**config.mk**
```make
export PLATFORM = sky130hd
export DESIGN_NAME = mem_stage
export DESIGN_NICKNAME = d
export VERILOG_FILES = /design/src/rtl/mem_stage_pkg.sv /design/src/rtl/mem_stage_load_extend.sv /design/src/rtl/mem_stage.sv
export SDC_FILE = /design/constraint.sdc
export NUM_CORES = 1
export LEC_CHECK = 0
export ABC_AREA = 1
export CAP_MARGIN = 10
export CELL_PAD_IN_SITES_DETAIL_PLACEMENT = 0
export CELL_PAD_IN_SITES_GLOBAL_PLACEMENT = 1
export CORE_ASPECT_RATIO = 1.1
export CORE_MARGIN = 3
export CORE_UTILIZATION = 41
export CTS_CLUSTER_DIAMETER = 60
export DETAILED_ROUTE_END_ITERATION = 10
export DONT_BUFFER_PORTS = 1
export PLACE_DENSITY = 0.77
export SLEW_MARGIN = 20
export SYNTH_ARGS = -nofsm -noshare
export SYNTH_HDL_FRONTEND = slang
export SYNTH_SLANG_ARGS = --single-unit
```
**constraint.sdc**
```tcl
create_clock -name clk -period 2.86 [get_ports clk]
set_clock_uncertainty 0.1 [all_clocks]
set_input_delay 0.715 -clock clk [delete_from_list [all_inputs] [get_ports clk]]
set_output_delay 0.715 -clock clk [all_outputs]
set_load 0.02 [all_outputs]
```
**src/rtl/mem_stage_pkg.sv**
```systemverilog
// Shared definitions for the memory-access stage: opcodes, operation codes,
// FSM state encoding, control levels and small decode helpers.
package mem_stage_pkg;

  localparam logic [6:0] LOAD  = 7'b0000011;
  localparam logic [6:0] STORE = 7'b0100011;

  localparam logic [5:0] OptNOP = 6'd0;
  localparam logic [5:0] OptLB  = 6'd1;
  localparam logic [5:0] OptLH  = 6'd2;
  localparam logic [5:0] OptLW  = 6'd3;
  localparam logic [5:0] OptLBU = 6'd4;
  localparam logic [5:0] OptLHU = 6'd5;
  localparam logic [5:0] OptSB  = 6'd6;
  localparam logic [5:0] OptSH  = 6'd7;
  localparam logic [5:0] OptSW  = 6'd8;

  typedef enum logic [1:0] {
    IDLE = 2'd0,
    BUSY = 2'd1,
    DONE = 2'd2
  } state_e;

  localparam logic Stop    = 1'b1;
  localparam logic NoStop  = 1'b0;
  localparam logic Enable  = 1'b1;
  localparam logic Disable = 1'b0;

  // Index of the final byte of an access (N-1); unknown codes act as words.
  function automatic logic [1:0] last_idx(input logic [5:0] opt);
    case (opt)
      OptLB, OptLBU, OptSB: last_idx = 2'd0;
      OptLH, OptLHU, OptSH: last_idx = 2'd1;
      default:              last_idx = 2'd3;
    endcase
  endfunction

  // Halfwords need bit 0 clear, words need bits 1:0 clear.
  function automatic logic is_misaligned(input logic [5:0] opt, input logic [1:0] lo);
    case (opt)
      OptLH, OptLHU, OptSH: is_misaligned = lo[0];
      OptLW, OptSW:         is_misaligned = |lo;
      default:              is_misaligned = 1'b0;
    endcase
  endfunction

endpackage

```
**src/rtl/mem_stage_load_extend.sv**
```systemverilog
// Load result extension: picks the low byte/halfword/word of the assembled
// buffer and sign- or zero-extends it according to the load operation.
module load_extend
  import mem_stage_pkg::*;
#(
  parameter int DATA_W = 32
) (
  input  logic [DATA_W-1:0] i_buf,
  input  logic [5:0]        i_opt,
  output logic [DATA_W-1:0] o_data
);

  logic signed [7:0]  w_byte_s;
  logic signed [15:0] w_half_s;

  assign w_byte_s = i_buf[7:0];
  assign w_half_s = i_buf[15:0];

  // Select width and extension mode from the operation code.
  always_comb begin
    o_data = i_buf;
    case (i_opt)
      OptLB:   o_data = DATA_W'(w_byte_s);
      OptLH:   o_data = DATA_W'(w_half_s);
      OptLBU:  o_data = {{(DATA_W-8){1'b0}}, i_buf[7:0]};
      OptLHU:  o_data = {{(DATA_W-16){1'b0}}, i_buf[15:0]};
      default: o_data = i_buf;
    endcase
  end

endmodule

```
**src/rtl/mem_stage.sv**
```systemverilog
// Memory-access stage: loads/stores run as byte-serial transactions on an
// 8-bit memory port while the pipeline is stalled; everything else passes
// straight through. Optional alignment trap enabled by MEM_ALIGN_CHECK_EN.
module mem_stage
  import mem_stage_pkg::*;
#(
  parameter int ADDR_W = 32,
  parameter int DATA_W = 32
) (
  input  logic              clk,
  input  logic              rst,
  input  logic [6:0]        mem_opcode,
  input  logic [5:0]        mem_opt,
  input  logic              mem_we,
  input  logic [4:0]        mem_waddr,
  input  logic [DATA_W-1:0] mem_alu,
  input  logic              mem_cond,
  input  logic [DATA_W-1:0] mem_rdata2,
  input  logic              mem_flag,
  output logic              ram_req,
  output logic              ram_rw,
  output logic [ADDR_W-1:0] ram_addr,
  output logic [7:0]        ram_wdata,
  input  logic [7:0]        ram_rdata,
  input  logic              ram_ready,
  output logic              stallreq_mem,
  output logic              wb_we,
  output logic [4:0]        wb_waddr,
  output logic [DATA_W-1:0] wb_wdata
`ifdef MEM_ALIGN_CHECK_EN
  ,output logic             misalign_err
`endif
);

  state_e            r_state;
  logic [1:0]        r_cnt;
  logic [DATA_W-1:0] r_buf;

  logic              w_is_load;
  logic              w_is_store;
  logic              w_is_mem;
  logic              w_misalign;
  logic              w_start;
  logic [1:0]        w_last;
  logic [DATA_W-1:0] w_ext;
  logic              w_unused;

  // The branch condition only travels through this stage.
  assign w_unused   = mem_cond;

  assign w_is_load  = (mem_opcode == LOAD);
  assign w_is_store = (mem_opcode == STORE);
  assign w_is_mem   = mem_flag & (w_is_load | w_is_store);
  assign w_last     = last_idx(mem_opt);

`ifdef MEM_ALIGN_CHECK_EN
  assign w_misalign = w_is_mem & is_misaligned(mem_opt, mem_alu[1:0]);
`else
  assign w_misalign = 1'b0;
`endif

  assign w_start = w_is_mem & ~w_misalign;

  load_extend #(.DATA_W(DATA_W)) u_load_extend (
    .i_buf  (r_buf),
    .i_opt  (mem_opt),
    .o_data (w_ext)
  );

  // FSM, byte counter and load assembly buffer.
  always_ff @(posedge clk) begin
    if (rst) begin
      r_state <= IDLE;
      r_cnt   <= 2'd0;
      r_buf   <= '0;
    end else begin
      case (r_state)
        IDLE: begin
          r_cnt <= 2'd0;
          if (w_start) begin
            r_state <= BUSY;
            r_buf   <= '0;
          end
        end
        BUSY: begin
          if (ram_ready) begin
            if (w_is_load) r_buf[{r_cnt, 3'b000} +: 8] <= ram_rdata;
            r_cnt <= r_cnt + 2'd1;
            if (r_cnt == w_last) r_state <= DONE;
          end
        end
        DONE: begin
          r_state <= IDLE;
          r_cnt   <= 2'd0;
        end
        default: begin
          r_state <= IDLE;
          r_cnt   <= 2'd0;
        end
      endcase
    end
  end

  // Memory port, stall request and writeback; all forced low during reset.
  always_comb begin
    ram_req      = 1'b0;
    ram_rw       = 1'b0;
    ram_addr     = '0;
    ram_wdata    = 8'h00;
    stallreq_mem = NoStop;
    wb_we        = Disable;
    wb_waddr     = 5'd0;
    wb_wdata     = '0;
`ifdef MEM_ALIGN_CHECK_EN
    misalign_err = 1'b0;
`endif
    if (!rst) begin
      case (r_state)
        IDLE: begin
          if (w_start) begin
            stallreq_mem = Stop;
          end else if (w_misalign) begin
`ifdef MEM_ALIGN_CHECK_EN
            misalign_err = 1'b1;
`endif
            wb_waddr = mem_waddr;
          end else begin
            wb_we    = mem_we & mem_flag;
            wb_waddr = mem_waddr;
            wb_wdata = mem_alu;
          end
        end
        BUSY: begin
          ram_req      = 1'b1;
          ram_rw       = w_is_store;
          ram_addr     = mem_alu[ADDR_W-1:0] + ADDR_W'(r_cnt);
          ram_wdata    = mem_rdata2[{r_cnt, 3'b000} +: 8];
          stallreq_mem = Stop;
          wb_waddr     = mem_waddr;
        end
        DONE: begin
          wb_waddr = mem_waddr;
          if (w_is_load) begin
            wb_we    = mem_we;
            wb_wdata = w_ext;
          end
        end
        default: ;
      endcase
    end
  end

endmodule

```
* Word-level counts from Yosys, hierarchy flattened
Cells that the tools add are included.
** Word-level totals
- Register bits after elaboration :: 36
- Input bits :: 96
- Output and inout port bits :: 81
- Logic and storage cells :: 69
** Cells by class
- $add $sub $neg :: 3
- Equal/unequal tests :: 15
- Shift operators :: 3
- Muxes and demuxes :: 33
- Bitwise gates (word level) :: 4
- Reductions and logical operators :: 8
** Operators by type and width (count)
- $mux W32 :: 8
- $pmux W32 S2 :: 2
- $pmux W32 S4 :: 1
- $add A32 B2 Y32 :: 1
- $bwmux W32 :: 1
- $shift A8 B7 Y32 const A :: 1
- $shiftx A32 B6 Y8 :: 1
- $shiftx A8 B7 Y32 :: 1
- $eq A6 B3 Y1 const B :: 4
- $mux W8 :: 2
- $mux W5 :: 2
- $pmux W5 S2 :: 1
- $mux W1 :: 9
- $ne A2 B2 Y1 const B :: 4
- $pmux W2 S2 :: 2
- $eq A7 B2 Y1 const B :: 1
- $eq A7 B6 Y1 const B :: 1
- $neg A5 Y7 :: 1
- $eq A6 B1 Y1 const B :: 1
- $eq A6 B2 Y1 const B :: 1
- $mux W2 :: 3
- $reduce_or A3 Y1 :: 2
- $pmux W1 S2 :: 2
- $reduce_and A4 Y1 :: 1
- 11 further kinds :: 13

* Depth between registers and ports, before layout
- Word-level depth :: 7
- Depth in mapped cells :: 14
- Gate-level depth less buffers :: 14

* Cells and area by module
A second synthesis with hierarchy kept.
** Unflattened totals
- Cell total of the unflattened synthesis :: 808
- Area total of the unflattened synthesis :: 4393.0 µm²
** Modules (own cells, without submodules)
- mem_stage :: times used 1, cells each 722, area an instance 3950.0 µm², seq. area each 720.7 µm²
- load_extend :: times used 1, cells each 86, area an instance 442.9 µm², seq. area each 0.0 µm²

* Least setup slack after synthesis
No wires, ideal clock.
- Path kind :: input port to output port
- Start :: input mem_alu[0]
- End :: output ram_addr[20]
- Arrival time :: 2.203 ns
- Path slack :: -0.158 ns
- Stages :: 14
- Buffers on the path :: 0
- Cell sequence :: ha_1 > fa_1 > nand2_1 > inv_2 > nand2_2 > nor2_2 > inv_2 > nor2_2 > nand2_1 > nor2_1 > nand2_1 > nand2_1 > nand2_1 > nor2_1
** Between the ends
- Longest elaborated chain between the ends :: 3
** RTL lines
- start: declaration :: RTL line mem_stage.sv:16 : input logic [DATA_W-1:0] mem_alu,
- $add A32 B2 Y32 :: RTL line mem_stage.sv:136 : ram_addr = mem_alu[ADDR_W-1:0] + ADDR_W'(r_cnt);
- $mux W32 :: RTL line mem_stage.sv:118 : case (r_state)
- $mux W32 :: RTL line mem_stage.sv:117 : if (!rst) begin
- end: declaration :: RTL line mem_stage.sv:22 : output logic [ADDR_W-1:0] ram_addr,
No other way between the ends.

* Worst setup path in the final report
- Start :: input mem_alu[0]
- End :: output ram_addr[22]
Same word-level chain as after synthesis.

==> results.py <==
metrics = {
    "placed_design": {
        "place_congestion": 0.951,
        "portBuffers": 0,
        "hpwl_um": 11600,
        "placedInstanceArea_um2": 4890,
        "dp.cells": 926,
        "pre_cts_ws_ns": -0.136,
    },
    "routing": {
        "drt_wl_total_um": 14700,
        "drc": 0,
        "first_iter_violations": 262,
        "vias_per_cell": 5.49,
        "wl_per_cell_um": 15.6,
        "num_vias": 5166,
        "ant_nets": 0,
        "dr.pass1.iters": 5,
    },
    "timing": {
        "slew_headroom_pct": 56.8,
        "fmax_mhz": 343,
        "setup_violations": 4,
        "setup_tns_ns": -0.127,
        "fin_crit_ns": 2.91,
        "rsz0062_at_grt": "yes",
        "tightest_slew_ns": 0.643,
        "holdWs_ns": 0.383,
        "hold_viol_final": 0,
        "slew_violations": 0,
        "worst_slack_ns": -0.0528,
        "period_share_pct": 102,
    },
    "synthesis": {
        "ys_top_cells_by_count": "182 x nand2_1, 131 x nor2_1, 88 x a21oi_1, 71 x nand3_1, 56 x inv_1",
        "postSynth.asyncResetShare_pct": 0,
        "netlist-cell-type-count": 41,
        "synthCells": 734,
        "synth_area_um2": 3970,
        "synthAdderAreaFrac_pct": 3.66,
        "yosysMostFrequentCell": "nand2_1",
        "avgSynthCellArea_um2": 5.40,
        "synthXorXnorAreaFrac_pct": 0.221,
        "ys_warn_count": 0,
        "ys_ff_latch": 36,
        "synth_top_cell_by_area": "dfxtp_1",
        "synth_mux_area_share_pct": 0,
        "synth_top_area_share_pct": 18.2,
        "synthFlopType": "dfxtp_1",
        "synth_top_cells_by_area": "dfxtp_1 18%, nand2_1 17%, nor2_1 12%",
        "syn_nets": 841,
        "synth_compound_area_share_pct": 19.1,
        "synth-seq-area-share_pct": 18.2,
        "synth_edf_count": 0,
        "synth_top_family_by_area": "simple AND/OR/NAND/NOR gates",
        "synth-simple-area-share_pct": 48.8,
    },
    "power_and_ir_drop": {
        "clkPwrFrac_pct": 12.9,
        "power.density_nw_per_um2": 467,
        "p_int_mw": 1.33,
        "swShare_pct": 47.8,
        "power.switching_mw": 1.21,
        "p_seq_share_pct": 25.9,
        "p_total_mw": 2.54,
        "combPwrFrac_pct": 61.2,
        "irDropWorstVdd_uv": 247,
        "leakage_nw": 2.30,
    },
    "layout": {
        "drive_above_1_share_pct": 28.2,
        "fin_area_um2": 5440,
        "fin_cells": 941,
        "syn2layout_area_growth_pct": 37.2,
        "fin_util_pct": 57.9,
        "diodes": 0,
        "nets": 931,
    },
    "floorplan": {
        "die_x_um": 99.8,
        "die_h_um": 109,
        "core_area_um2": 9400,
        "pin_count": 177,
        "start_util_pct": 42.2,
        "fp.dieArea_um2": 10900,
        "rows": 37,
    },
    "clocking": {
        "cts-root-buf": "clkbuf_8",
        "h-tree-depth": 2,
        "cts_hold_buf": 0,
        "path_clk_slew_ns": 0.06,
        "cts_tree": "done",
        "cts_sinks": 36,
        "clk_latency_ns": 0.28,
        "numCtsBuffers": 5,
        "cts_max_path_buffers": 2,
    },
    "global_routing": {
        "grt_antenna_before_repair": 0,
        "grt_remaining_overflow": 0,
        "track_usage_pct": 25.4,
        "grt_pass1_vias": 4690,
        "grt_max_degree": 56,
        "grt_pass1_wl_um": 22500,
    },
    "setup_path": {
        "critPathLaunchType": "input pin",
        "crit_required_ns": 2.05,
        "arrival_ns": 2.10,
        "cp-end-kind": "output port",
        "path_max_fanout": 4,
        "worstSetupPathType": "in2out",
    },
    "run_status": {
        "status": "finished, violations left",
        "violations": "setup timing",
    },
    "job": {
        "maxCapViolCount": 0,
    },
    "hold_path": {
        "hp-class": "reg2reg",
    },
}
-- per-layer routing --
| layer | vias up | routed length [µm] | share of wire, % | track usage (%) |
|---|---|---|---|---|
| met5 | - | 0 | 0 | 0 |
| met4 | 0 | 348 | 2.4 | 8.39 |
| met3 | 25 | 1020 | 7.0 | 3.20 |
| met2 | 202 | 7180 | 49 | 44.3 |
| met1 | 2344 | 6160 | 42 | 32.3 |
| li1 | 2595 | - | - | - |
-- kinds of logic after synthesis --
kind of cell | Yosys count
compound gates | 146
buf+inv | 98
xor+xnor | 1
simple gates | 442
flops | 36
fa+ha+maj | 11
-- state kept, by name, summed over array words and instances (netlist names) --
name     cells
r_buf       32
r_cnt        2
r_state      2
-- power groups by stage --
stage,logic (mW),registers [mW],clock network [mW]
2_1_floorplan,1.09,0.639,0
3_3_place_gp,1.47,0.654,0
3_5_place_dp,1.50,0.656,0
4_1_cts,1.51,0.646,0.334
5_1_grt,1.73,0.668,0.358
6_report,1.55,0.659,0.326
-- cells in the final DEF, fill, tap and decap left out, types with 3 or more instances in the layout --
| cell type | count |
|---|---|
| dfxtp_1 | 34 |
| buf_6 | 10 |
| nor2_2 | 5 |
| inv_2 | 10 |
| o21ai_2 | 15 |
| a31oi_1 | 3 |
| nor3_2 | 7 |
| o21ai_0 | 28 |
| nor2_1 | 115 |
| a21oi_2 | 15 |
| buf_4 | 102 |
| o21ai_1 | 4 |
| nor2_4 | 20 |
| nand3_2 | 9 |
| nor3b_1 | 7 |
| clkbuf_8 | 5 |
| inv_1 | 49 |
| nor3_1 | 10 |
| a21oi_1 | 73 |
| nand2_2 | 9 |
| nand2_1 | 171 |
| nand3_1 | 63 |
| ha_1 | 8 |
| buf_12 | 5 |
| nand2_4 | 4 |
| nand4_1 | 12 |
-- worst max-delay path, stage by stage --
cell and delay (ns):
ha_4 0.12, fa_2 0.20, nand2_2 0.06, inv_4 0.08
nand2_4 0.07, nor2_4 0.09, inv_2 0.06, nor2_4 0.14
nand3_2 0.13, nor2_2 0.13, o21ai_1 0.08, nor2_2 0.21
-- layout make-up --
type	count	area, µm²
Clock buffer	6	72.6
Multi-Input combinational cell	600	3250
Inverter	63	241
Fill cell	930	3960
Tap cell	117	146
Sequential cell	36	723
Timing Repair Buffer	118	1000
Clock inverter	1	5.00
-- worst paths after layout --
kind | to | startpoint | slack, ns | cells after the start
max | ram_addr[22] | mem_alu[0] | -0.05 | 12
min | r_buf[11] | r_buf[11] | 0.38 | 2
max reg2reg | r_buf[30] | r_cnt[0] | 0.32 | 8
min reg2reg | r_buf[11] | r_buf[11] | 0.38 | 2
-- repair_timing --
item,CTS,global route
resized for setup,16,106
setup buffers,0,8
setup endpoints to repair,19,43
pin swaps,11,48
cloned,0,1
Power figures use the tool's default switching activity.
